File: src/rtl/rr_select_arbiter.sv
// Round-robin select arbiter: grants up to NGRANT of WIDTH requesters per cycle from a rotating pointer.
// Optional starvation guard compiled in with RR_SELECT_STARVE_GUARD_EN.
module rr_select_arbiter #(
  parameter int WIDTH    = 8,
  parameter int NGRANT   = 2,
  parameter int PW       = $clog2(WIDTH),
  parameter int MAX_WAIT = 15
) (
  input  logic                          i_clk,
  input  logic                          i_rst,
  input  logic [WIDTH-1:0]              i_request,
  input  logic                          i_ready,
  output logic [NGRANT*WIDTH-1:0]       o_grant,
  output logic [NGRANT-1:0]             o_valid,
  output logic [$clog2(NGRANT+1)-1:0]   o_count,
  output logic                          o_empty,
  output logic [PW-1:0]                 o_ptr
);

  localparam int CW = $clog2(NGRANT+1);

  if (WIDTH < 2 || NGRANT < 1 || NGRANT > WIDTH || MAX_WAIT < 1) begin : g_param_check
    $error("rr_select_arbiter: illegal parameter combination");
  end

  logic [PW-1:0]           ptr_q, ptr_d;
  logic                    forced_vld;
  logic [PW-1:0]           forced_idx;
  logic [WIDTH-1:0]        forced_mask;

  logic [NGRANT*WIDTH-1:0] grant_c;
  logic [NGRANT-1:0]       valid_c;
  logic [WIDTH-1:0]        granted_c;
  logic [CW-1:0]           count_c;
  logic                    any_normal;
  logic [PW-1:0]           last_idx;

  // Search from ptr_q upward with wrap; slots fill from 0 with no holes.
  always_comb begin
    logic [WIDTH-1:0] avail;
    int               filled;
    int               idx;
    // NOTE: every variable gets a default before any conditional write, so no latch is inferred;
    // blocking '=' is correct here because this is combinational logic, not state.
    grant_c    = '0;
    valid_c    = '0;
    any_normal = 1'b0;
    last_idx   = ptr_q;
    filled     = 0;
    avail      = i_request & ~forced_mask;
    if (forced_vld) begin
      grant_c[WIDTH-1:0] = forced_mask;
      valid_c[0]         = 1'b1;
      filled             = 1;
    end
    for (int off = 0; off < WIDTH; off++) begin
      idx = int'(ptr_q) + off;
      if (idx >= WIDTH) idx = idx - WIDTH;
      if (avail[idx] && filled < NGRANT) begin
        grant_c[filled*WIDTH + idx] = 1'b1;
        valid_c[filled]             = 1'b1;
        filled                      = filled + 1;
        any_normal                  = 1'b1;
        last_idx                    = PW'(idx);
      end
    end
    count_c = CW'(filled);
    if (!i_ready) begin
      grant_c    = '0;
      valid_c    = '0;
      count_c    = '0;
      any_normal = 1'b0;
    end
    granted_c = '0;
    for (int k = 0; k < NGRANT; k++) granted_c = granted_c | grant_c[k*WIDTH +: WIDTH];
  end

  always_comb begin
    logic [PW-1:0] base;
    ptr_d = ptr_q;
    base  = any_normal ? last_idx : forced_idx;
    if (i_ready && count_c != '0) begin
      ptr_d = (base == PW'(WIDTH-1)) ? '0 : base + PW'(1);
    end
  end

  always_ff @(posedge i_clk) begin
    // NOTE: sequential state uses non-blocking '<=' so every flop samples pre-edge values.
    if (i_rst) ptr_q <= '0;
    else       ptr_q <= ptr_d;
  end

`ifdef RR_SELECT_STARVE_GUARD_EN
  localparam int CNTW = $clog2(MAX_WAIT+1);

  logic [CNTW-1:0] wait_q [WIDTH];
  logic [CNTW-1:0] wait_d [WIDTH];

  // Lowest-index requester whose wait count has saturated is forced into slot 0.
  always_comb begin
    forced_vld  = 1'b0;
    forced_idx  = '0;
    forced_mask = '0;
    for (int i = 0; i < WIDTH; i++) begin
      if (!forced_vld && i_request[i] && wait_q[i] == CNTW'(MAX_WAIT)) begin
        forced_vld     = 1'b1;
        forced_idx     = PW'(i);
        forced_mask[i] = 1'b1;
      end
    end
  end

  always_comb begin
    for (int i = 0; i < WIDTH; i++) begin
      wait_d[i] = wait_q[i];
      if (i_ready) begin
        if (granted_c[i] || !i_request[i])     wait_d[i] = '0;
        else if (wait_q[i] != CNTW'(MAX_WAIT)) wait_d[i] = wait_q[i] + CNTW'(1);
      end
    end
  end

  always_ff @(posedge i_clk) begin
    // NOTE: this counter array is architectural state, so it is reset like any other flop
    // (unlike a data RAM, whose contents need no reset).
    for (int i = 0; i < WIDTH; i++) begin
      if (i_rst) wait_q[i] <= '0;
      else       wait_q[i] <= wait_d[i];
    end
  end
`else
  assign forced_vld  = 1'b0;
  assign forced_idx  = '0;
  assign forced_mask = '0;
`endif

  assign o_grant = grant_c;
  assign o_valid = valid_c;
  assign o_count = count_c;
  assign o_empty = ~|i_request;
  assign o_ptr   = ptr_q;

endmodule

File: config.mk
export PLATFORM = sky130hd
export DESIGN_NAME = rr_select_arbiter
export DESIGN_NICKNAME = d
export VERILOG_FILES = /design/src/rtl/rr_select_arbiter.sv
export SDC_FILE = /design/constraint.sdc
export NUM_CORES = 1
export LEC_CHECK = 0
export BUFFER_PORTS_ARGS = -buffer_cell sky130_fd_sc_hd__buf_2
export CAP_MARGIN = 20
export CORE_MARGIN = 5
export CORE_UTILIZATION = 55
export DETAILED_ROUTE_END_ITERATION = 10
export GPL_TIMING_DRIVEN = 0
export PLACE_DENSITY = 0.74
export SYNTH_ARGS = -nofsm -noshare
export SYNTH_HDL_FRONTEND = slang
export SYNTH_SLANG_ARGS = --single-unit
File: constraint.sdc
create_clock -name i_clk -period 13.6 [get_ports i_clk]
set_input_delay 2.72 -clock i_clk [delete_from_list [all_inputs] [get_ports i_clk]]
set_output_delay 2.72 -clock i_clk [all_outputs]
set_load 0.005 [all_outputs]
# ---- Yosys cells after proc, flatten, opt, wreduce, memory -nomap -nowiden
# Cells that the tools add are included.
dict set report totals {
  regBits 3
  in_bits 11
  output_inout_bits 24
  word_cells 233
}
dict set report op_classes {
  add_sub_neg 30
  n_lt_le_gt_ge 53
  n_eq_ne 1
  muxes 108
  bitwise_logic 14
  n_reduce_logical 26
}
# operator count
set ops {}
lappend ops {{32-bit by 1-bit >= comparator with 1-bit output, second input constant} 14}
lappend ops {{32-bit 2-to-1 mux} 14}
lappend ops {{32-bit by 3-bit less-than comparator with 1-bit output, second input constant} 12}
lappend ops {{32-bit by 5-bit less-than comparator with 1-bit output, second input constant} 8}
lappend ops {{32-bit by 6-bit less-than comparator with 1-bit output, second input constant} 8}
lappend ops {{32-bit adder} 6}
lappend ops {{32-bit by 2-bit adder with 32-bit output, second input constant} 5}
lappend ops {{16-bit 2-to-1 mux} 9}
lappend ops {{16-bit OR} 7}
lappend ops {{1-bit 2-to-1 mux} 42}
lappend ops {{4-bit by 4-bit subtractor with 5-bit output, second input constant} 7}
lappend ops {{5-bit by 32-bit adder with 32-bit output} 1}
lappend ops {{1-bit demux with 4-bit select} 8}
lappend ops {{3-bit 2-to-1 mux} 10}
lappend ops {{4-bit >= comparator, second input constant} 7}
lappend ops {{1-bit binary-select mux with 3-bit select} 8}
lappend ops {{1-bit logical AND} 23}
lappend ops {{2-bit 2-to-1 mux} 10}
lappend ops {{3-bit by 3-bit adder with 4-bit output, second input constant} 4}
lappend ops {{2-bit OR} 6}
lappend ops {{3-bit by 2-bit adder with 4-bit output, second input constant} 2}
lappend ops {{8-bit OR reduction} 1}
lappend ops {{1-bit demux with 1-bit select} 7}
lappend ops {{3-bit by 4-bit subtractor with 5-bit output, second input constant} 1}
lappend ops {{11 further kinds} 12}

# ---- Logic depth before layout (Yosys ltp)
# Gate-level depths: netlist of the first run.
dict set report logic_depth {
  word_depth 32
  depth_mapped 43
  depth_no_buf 40
}

# ---- Worst setup path before layout of the first run
# Ideal clock, no wire load.
dict set report synth_timing {
  path_kind {input -> output}
  startpoint {input i_request[6]}
  endpoint {output o_grant[3]}
  arrival_ns 9.605
  required_ns 10.880
  path_slack_ns 1.275
  stages 30
  path_buffers 0
  path_cell_list {mux4_2 nor2b_1 nor2_1 inv_1 ha_1 inv_1 nand3_2 inv_1 fa_1 nor3b_4 nor2_8 mux2_2 ha_1 nand2_1 a21oi_4 or2_2 ha_1 nand3_1 nand2_1 a21o_1 ha_1 nor4b_1 or2_2 fa_1 or4_1 o41ai_1 nand4_1 nor3_1 nand2_1 a21oi_1}
}
dict set report synth_between {
  elab_chain_cells 30
  elab_cells_between_ends 109
  classes_between {add/sub (13); order compare (21); mux (54); bitwise (7); reduce/logical (14)}
}
# item line
set synth_rtl {}
lappend synth_rtl {{from (decl)} 11} ;# input logic [WIDTH-1:0] i_request,
lappend synth_rtl {{1-bit binary-select mux with 3-bit select} 59} ;# if (avail[idx] && filled < NGRANT) begin
lappend synth_rtl {{1-bit 2-to-1 mux (implied by the code) (2 in a row)} 59}
lappend synth_rtl {{1-bit 2-to-1 mux} 59}
lappend synth_rtl {{1-bit by 2-bit less-than comparator with 1-bit output} 59}
lappend synth_rtl {{1-bit logical AND} 59}
lappend synth_rtl {{32-bit 2-to-1 mux} 59}
lappend synth_rtl {{32-bit by 3-bit less-than comparator with 1-bit output} 59}
lappend synth_rtl {{1-bit logical AND} 59}
lappend synth_rtl {{[... 13 more ...]} n/a}
lappend synth_rtl {{32-bit adder} 60} ;# grant_c[filled*WIDTH + idx] = 1'b1;
lappend synth_rtl {{32-bit by 1-bit >= comparator with 1-bit output (implied by the code) or 32-bit by 6-bit less-than comparator with 1-bit output (tied branches)} 60}
lappend synth_rtl {{1-bit logical AND (implied by the code)} 60}
lappend synth_rtl {{1-bit 2-to-1 mux (implied by the code)} 60}
lappend synth_rtl {{1-bit demux with 4-bit select} 60}
lappend synth_rtl {{16-bit OR (no line)} n/a}
lappend synth_rtl {{16-bit 2-to-1 mux *} 59}
lappend synth_rtl {{16-bit 2-to-1 mux *} 68} ;# if (!i_ready) begin
lappend synth_rtl {{to (decl)} 13} ;# output logic [NGRANT*WIDTH-1:0] o_grant,
# Every way passes the cells marked *; elsewhere a longest branch is shown, timed or not. The select of a mux whose other input is x is not followed.

# ---- Final worst setup path of the first run
dict set report layout_timing {
  startpoint {input i_request[2]}
  endpoint {output o_grant[1]}
}
# The elaborated chain is that of the path after synthesis.

==> run metrics, run 1 <==
clock slew at reported path FFs=around 0.030 ns; CTS Buf Count=3; total vias in the final route=approximately 5k; most common cell after layout, fill and taps aside=ha_1; CP Capture Type=output pin; HPWL Detailed=10600 µm; final-layout fill cell count=~750; Die Area=10500 µm²; chip width=a little over 100 µm; Max Cap Viol=0; DR pass1 iterations=5; setup violators final=0; final WL=approximately 13000 µm; minimum clock period=13.18 ns; largest net degree at the start of global routing=20; maximum clock rate=between 70 and 80 MHz; # nets final=829; via density per instance=approximately 6.1; non-filler cells, final=a little over 800; CTS H-tree depth=1; HP Class=flop to flop; global-route wire length before repair=about 21000 µm; # diodes=0; Clk Latency, worst-skew pair=between 0.2 and 0.25 ns; clk_skew=between 0.003 and 0.004 ns; Crit Path Class=input port to output pin; Main synth FF type=dfxtp_1; RSZ-0062 raised after global routing=false; setup tns final=0 ns; Ports=35; Post-CTS Repair Setup Buffers=0; Post-synth EDFFs=0; critical path fanouts, max=9; Pins Over Slew Limit=0; worst slew pin tran=between 1 and 1.5 ns; initial core utilization=0.568; post-synthesis register bit count=3; Row Count=33; Final WS setup=between 0.4 and 0.5 ns; max_slew headroom=0.282; Crit-path slowest cell=or4_1; Seq/Total Area, Yosys=0.0128; CTS tree=built; antenna violations before repair=0; max FFs per register=3; Routed wire per std cell=about 16 µm; Fin. Hold Viols=0; max incr delay on CP=0.52 ns; Async S/R FF share, synth=0; Die Y=102 µm; netlist area before placement=roughly 4700 µm²; PortBufs=34; grt ovf=0; CP most frequent cell=ha_1; Placed Instances=~810; vias in the first global route=4667; Mapped Cells=roughly 600; CTS Buffer Depth=2; drt initial violations=about 470; GRT Resource Usage Total=0.248; layout cells sized above 1=0.142; DRC viols=0; DP Worst Slack=0.0146 ns; status=completed; worst path required time=about 11 ns; Mapped Avg Cell Area=7.87 µm²; remaining antenna violation count after routing=0; area delta synth->final=14.5%; core box area=between 8000 and 9000 µm²; Distinct cells, synth=86; startpoint types=input port; GPL Wtd Cong=around 0.94; root buffer cell=clkbuf_8; crit share post-route=0.969; Yosys warnings=0; clk sinks=3; commonest non-fill, non-tap cells in the layout=ha_1, conb_1, nor2_1; Worst Path Arrival=10.46 ns
-- repair_timing --
action                     4_1_cts  5_1_grt
gates resized for setup          1        9
setup endpoints to repair        2       16
pin swaps                        0        1
hold buffers                     0        0
-- cell type report --
class / instances / area (µm²) / area share
inverter: 24 / 92.6 / 0.0172
sequential: 3 / 60.1 / 0.0112
multi-input combinational: 625 / 4750 / 0.883
buffer: 22 / 128 / 0.0238
tap: 105 / 131 / 0.0245
clock buffer: 4 / 45.0 / 0.00838
timing repair buffer: 34 / 170 / 0.0317
-- synth_stat cells (all sizes together) (4+ instances only) --
library cell	instances	area [µm²]
a211oi	4	35.0
a21o	10	75.1
a21oi	53	284
a221o	14	140
a221oi	12	105
a22oi	6	55.1
a31oi	4	25.0
and2	10	65.1
and3	10	62.6
buf	10	82.6
clkbuf	12	45.0
fa	6	120
ha	99	1240
inv	24	90.1
mux2	7	78.8
mux2i	10	100
mux4	6	135
nand2	50	193
nand2b	9	56.3
nand3	16	90.1
nand3b	4	42.5
nand4	10	62.6
nand4b	6	52.6
nor2	52	211
nor2b	9	56.3
nor3	15	85.1
nor3b	7	80.1
nor4	8	62.6
nor4b	9	78.8
o21a	4	30.0
o21ai	20	108
o21bai	6	45.0
or4	5	41.3
xnor2	16	155
xor2	5	43.8
-- through the flow --
step / utilization / cell area [µm²] / hold WS, ns
after global routing: 0.651 / 5370 / 0.890
after floorplan: - / 4990 / 0.734
after detailed placement: 0.640 / 5290 / 0.800
after global placement: 0.640 / 5290 / 0.802
final: 0.651 / 5370 / 0.808
after CTS: 0.647 / 5340 / 0.812
-- layer usage --
| metal | share of wire | GRT usage |
|---|---|---|
| met2 | 0.45 | 0.408 |
| met1 | 0.44 | 0.332 |
| met3 | 0.069 | 0.0232 |
| met5 | 0 | 0 |
| met4 | 0.039 | 0.105 |
-- worst paths after layout --
path | start | to | slack (ns) | depth (start not counted)
setup reg to reg | o_ptr[0]$_SDFFE_PP0P_ | o_ptr[0]$_SDFFE_PP0P_ | 5.69 | 38
hold / removal | o_ptr[1]$_SDFFE_PP0P_ | o_ptr[1]$_SDFFE_PP0P_ | 0.81 | 3
hold reg to reg | o_ptr[1]$_SDFFE_PP0P_ | o_ptr[1]$_SDFFE_PP0P_ | 0.81 | 3
setup / recovery | i_request[2] | o_grant[1] | 0.42 | 32
-- logic make-up (layout without fill, tap and decap cells) --
kind of cell,Yosys count,after routing,share of synthesized area
flip-flops,3,3,0.0128
AO/OA/AOI/OAI,162,162,0.252
XOR/XNOR,21,21,0.0424
multiplexers,23,23,0.0669
adder cells (fa/ha/maj),107,107,0.294
buffers and inverters,46,84,0.0464
other,2,80,0.00160
AND/OR/NAND/NOR,232,232,0.284
-- worst max-delay path, delay by kind of cell --
kind	cells	cell delay [ns]
buffers and inverters	5	0.65
multiplexers	2	0.92
AO/OA/AOI/OAI	4	0.92
AND/OR/NAND/NOR	15	3.27
adder cells (fa/ha/maj)	6	1.97
Power of run 1 is not shown: default switching activity piles up to over one toggle a cycle in this logic, so the estimate is an artifact.
==> inputs of run 2 (changes only) <==
RECOVER_POWER = 25   (was default)
==> run 2 against run 1 <==
Clock-buffer cell count is the same. Design area decreased by 0.19%. Highest routed layer unchanged. Core utilization down 0.12 points.
==> run metrics, run 2 (synthesis results as in run 1) <==
GPL Wtd Cong=between 0.9 and 1; setup violators final=0; minimum clock period=roughly 13 ns; # nets final=about 830; HPWL Detailed=roughly 11000 µm; Crit Path Class=input port to output pin; Clk Latency, worst-skew pair=roughly 0.21 ns; Max Cap Viol=0; most common cell after layout, fill and taps aside=ha_1; DRC viols=0; GRT Resource Usage Total=0.248; DR pass1 iterations=5; final-layout fill cell count=between 700 and 800; Die Y=between 100 and 150 µm; CP Capture Type=output pin; clock slew at reported path FFs=0.03 ns; Post-DP Area=5290 µm²; drt initial violations=about 500; clk_skew=slightly above 0.003 ns; CTS H-tree depth=1; chip width=about 100 µm; Fin. Hold Viols=0; RSZ-0062 raised after global routing=false; startpoint types=input port; PortBufs=34; CTS Buffer Depth=2; max_slew headroom=0.263; Crit-path slowest cell=or4_1; CTS Buf Count=3; worst slew pin tran=1.10 ns; CTS tree=built; Ports=35; CP most frequent cell=ha_1; setup tns final=0 ns; maximum clock rate=~76 MHz; status=completed; clk sinks=3; HP Class=flop to flop; final WL=13000 µm; remaining antenna violation count after routing=0; Routed wire per std cell=about 16 µm; Die Area=roughly 10000 µm²; root buffer cell=clkbuf_8; commonest non-fill, non-tap cells in the layout=ha_1, conb_1, nor2_1; critical path fanouts, max=9; Row Count=33; total vias in the final route=a little under 5k; max incr delay on CP=~0.52 ns; # diodes=0; vias in the first global route=roughly 4.7k; via density per instance=6.05; core box area=between 8000 and 9000 µm²; worst reg2reg setup slack=roughly 5.6 ns; Worst Path Arrival=10.47 ns; max FFs per register=3; antenna violations before repair=0; crit share post-route=0.970; layout cells sized above 1=0.136; initial core utilization=0.568; Pins Over Slew Limit=0; global-route wire length before repair=approximately 21000 µm; final instance area=approximately 5400 µm²; worst path required time=around 11 ns; area delta synth->final=14.3%; grt ovf=0; largest net degree at the start of global routing=20
## run 2: changes by cell type in the layout (fill, tap and decap cells not counted)
cell,before,now
buf_2,37,33
clkbuf_1,13,16
clkbuf_2,0,1
nor4_1,6,7
nor4_2,2,1
## run 2: metrics by stage
step	setup WS [ns]	util	hold WS (ns)	instances
after floorplan	1.27	-	0.734	674
after global placement	0.248	0.640	0.802	813
after detailed placement	0.0146	0.640	0.800	813
after CTS	0.0455	0.647	0.812	817
after global routing	0.0305	0.649	0.886	817
final	0.413	0.649	0.810	817
## run 2: repair_timing
item | CTS | global route
gates cloned | 0 | 0
pin swaps | 0 | 1
hold buffers | 0 | 0
endpoints found under the setup margin | 2 | 16
gates resized for setup | 1 | 9
buffers inserted | 0 | 0
## run 2: per-layer routing
metal  track usage  share of wire
met3        0.0232          0.067
met5             0              0
met2         0.408           0.45
met1         0.332           0.44
met4         0.105          0.039
## run 2: layout make-up
| class | count | area [µm²] | area share |
|---|---|---|---|
| well taps | 105 | 131 | 0.0245 |
| plain buffers | 22 | 128 | 0.0238 |
| inverters | 24 | 92.6 | 0.0173 |
| flip-flops and latches | 3 | 60.1 | 0.0112 |
| clock buffers | 4 | 45.0 | 0.00840 |
| multi-input cells | 625 | 4740 | 0.884 |
| repair buffers | 34 | 166 | 0.0310 |
## run 2: path summary, 6_finish.rpt
path | from | end | cells past startpoint
hold reg to reg | o_ptr[1]$_SDFFE_PP0P_ | o_ptr[1]$_SDFFE_PP0P_ | 3
setup / recovery | i_request[2] | o_grant[3] | 32
hold / removal | o_ptr[1]$_SDFFE_PP0P_ | o_ptr[1]$_SDFFE_PP0P_ | 3
setup reg to reg | o_ptr[0]$_SDFFE_PP0P_ | o_ptr[0]$_SDFFE_PP0P_ | 38
## run 2: critical path: cells and delay by family
kind                     cells  cell delay [ns]
AND/OR/NAND/NOR             15             3.25
adder cells (fa/ha/maj)      6             1.95
AO/OA/AOI/OAI                4             0.93
multiplexers                 2             0.93
buffers and inverters        5             0.67
Power of run 2 is left out for the same reason.
==> inputs of run 3 (changes only) <==
--- a/config.mk
+++ b/config.mk
@@ -15,2 +15,3 @@
 export RECOVER_POWER = 25
+export REMOVE_ABC_BUFFERS = 1
 export SYNTH_ARGS = -nofsm -noshare
==> constraint.sdc (replaced) <==
create_clock -name i_clk -period 13.6 [get_ports i_clk]
set_input_delay 0 -clock i_clk [delete_from_list [all_inputs] [get_ports i_clk]]
set_output_delay 0 -clock i_clk [all_outputs]
set_load 0.005 [all_outputs]
==> run 3 against run 2 <==
The flow now finishes with violations (capacitance limit, slew limit). Sequential share of layout area barely moved. Register-to-register slack got worse by 2.3 ns. First-iteration DRC count rose by 0.82%. Die area did not move. Global-route usage fell by 0.39 points. Clock-buffer cell count did not move. Routed wire length fell by 2.6%. Critical path type is now flop to output pin. Critical endpoint is now o_grant[7]. Largest cell class unchanged. Highest routed layer unchanged.
==> run metrics, run 3 (synthesis results as in run 1) <==
DP Worst Slack=~3.8 ns; Worst Path Arrival=10.64 ns; initial core utilization=0.568; clk sinks=3; CTS tree=built; # nets final=~810; CP Capture Type=output pin; Ports=35; Worst Hold Path Cells=4; GRT Resource Usage Total=0.244; GPL Wtd Cong=between 0.9 and 1; setup tns final=0 ns; RR Startpoint=o_ptr[0]$_SDFFE_PP0P_; Final WS setup=just under 3 ns; grt ovf=0; Final Util=0.630; HP Class=input port to flop; reg2reg path depth=32; setup violators final=0; Crit-path slowest cell=dfxtp_1; Die Y=102 µm; max incr delay on CP=a little under 0.9 ns; Fin. Hold Viols=0; worst hold start=i_ready; PortBufs=34; final WL=roughly 13000 µm; largest net degree at the start of global routing=23; Clk Latency, worst-skew pair=about 0.22 ns; Post-DP Area=slightly above 5000 µm²; worst reg2reg setup slack=about 3.3 ns; maximum clock rate=~94 MHz; CTS Buf Count=3; clock slew at reported path FFs=approximately 0.030 ns; DRC viols=0; minimum clock period=10.64 ns; clk_skew=~0.0029 ns; chip width=~100 µm; CTS Buffer Depth=2; Row Count=33; hold endpoint=o_ptr[0]$_SDFFE_PP0P_; Crit Path Class=flop to output pin; startpoint types=flop; Post-CTS Repair Setup Buffers=0; drt initial violations=a little under 500; final instance area=about 5200 µm²; most common cell after layout, fill and taps aside=ha_1; max_slew headroom=-0.137; CP most frequent cell=ha_1; commonest non-fill, non-tap cells in the layout=ha_1, conb_1, nor2_1; Die Area=around 10000 µm²; RSZ-0062 raised after global routing=false; worst slew pin tran=~1.7 ns; vias in the first global route=about 4.8k; critical path fanouts, max=21; # diodes=0; total vias in the final route=4965; Pins Over Slew Limit=14; max FFs per register=3; FF-to-FF End=o_ptr[0]$_SDFFE_PP0P_; DR pass1 iterations=5; layout cells sized above 1=0.123; area delta synth->final=10.9%; root buffer cell=clkbuf_8; global-route wire length before repair=roughly 21000 µm; core box area=8260 µm²; HPWL Detailed=10100 µm; Routed wire per std cell=about 16 µm; crit share post-route=0.782; Max Cap Viol=1; failing checks=capacitance limit, slew limit; CTS H-tree depth=1; antenna violations before repair=0; worst path required time=around 14 ns; Buf/Inv on CP=4; remaining antenna violation count after routing=0; via density per instance=between 6 and 7; crit-path leading delay family=simple AND/OR/NAND/NOR gates; status=finished with violations
run 3: cell types whose count changed in the layout (fill, tap and decap cells not counted), sizes merged:
| cell | previous run | this run |
|---|---|---|
| buf | 40 | 34 |
| clkbuf | 20 | 5 |
| dlygate4sd3 | 0 | 1 |
run 3: area by class of cell:
class / instances / area, µm²
multi-input cells: 625 / 4690
fillers: 793 / 3050
repair buffers: 36 / 188
well taps: 105 / 131
inverters: 24 / 90.1
flip-flops and latches: 3 / 60.1
clock buffers: 4 / 45.0
run 3: worst max path at each step:
stage	startpoint	to	slack, ns	cells after the start
2_1_floorplan	o_ptr[0]$_SDFFE_PP0P_	o_grant[10]	5.27	31
3_3_place_gp	o_ptr[0]$_SDFFE_PP0P_	o_grant[7]	3.95	33
3_5_place_dp	o_ptr[0]$_SDFFE_PP0P_	o_grant[6]	3.79	40
4_1_cts	o_ptr[0]$_SDFFE_PP0P_	o_grant[6]	3.53	33
5_1_grt	o_ptr[0]$_SDFFE_PP0P_	o_grant[4]	2.31	40
6_report	o_ptr[0]$_SDFFE_PP0P_	o_grant[7]	2.96	39
run 3: per-stage QoR:
step	hold slack, ns	instances
after floorplan	0.0724	652
after global placement	0.202	791
after detailed placement	0.205	792
after CTS	0.342	797
after global routing	0.350	797
final	0.342	797
run 3: worst min-delay path: stages:
cell      delay [ns]
buf_2           0.14
o21ai_1         0.15
o211ai_4        0.13
o32ai_2         0.09
run 3: routing by layer:
metal	track usage	share of wire	up-vias
met5	0	0	-
met4	0.0777	0.030	0
met3	0.0314	0.070	35
met2	0.439	0.47	193
met1	0.301	0.43	2351
li1	-	-	2386
run 3: repair_timing:
item | in CTS | in global routing
endpoints found under the hold margin | 1 | 0
hold buffers | 1 | 0
resized for setup | 0 | 0
Power of run 3 is left out for the same reason.
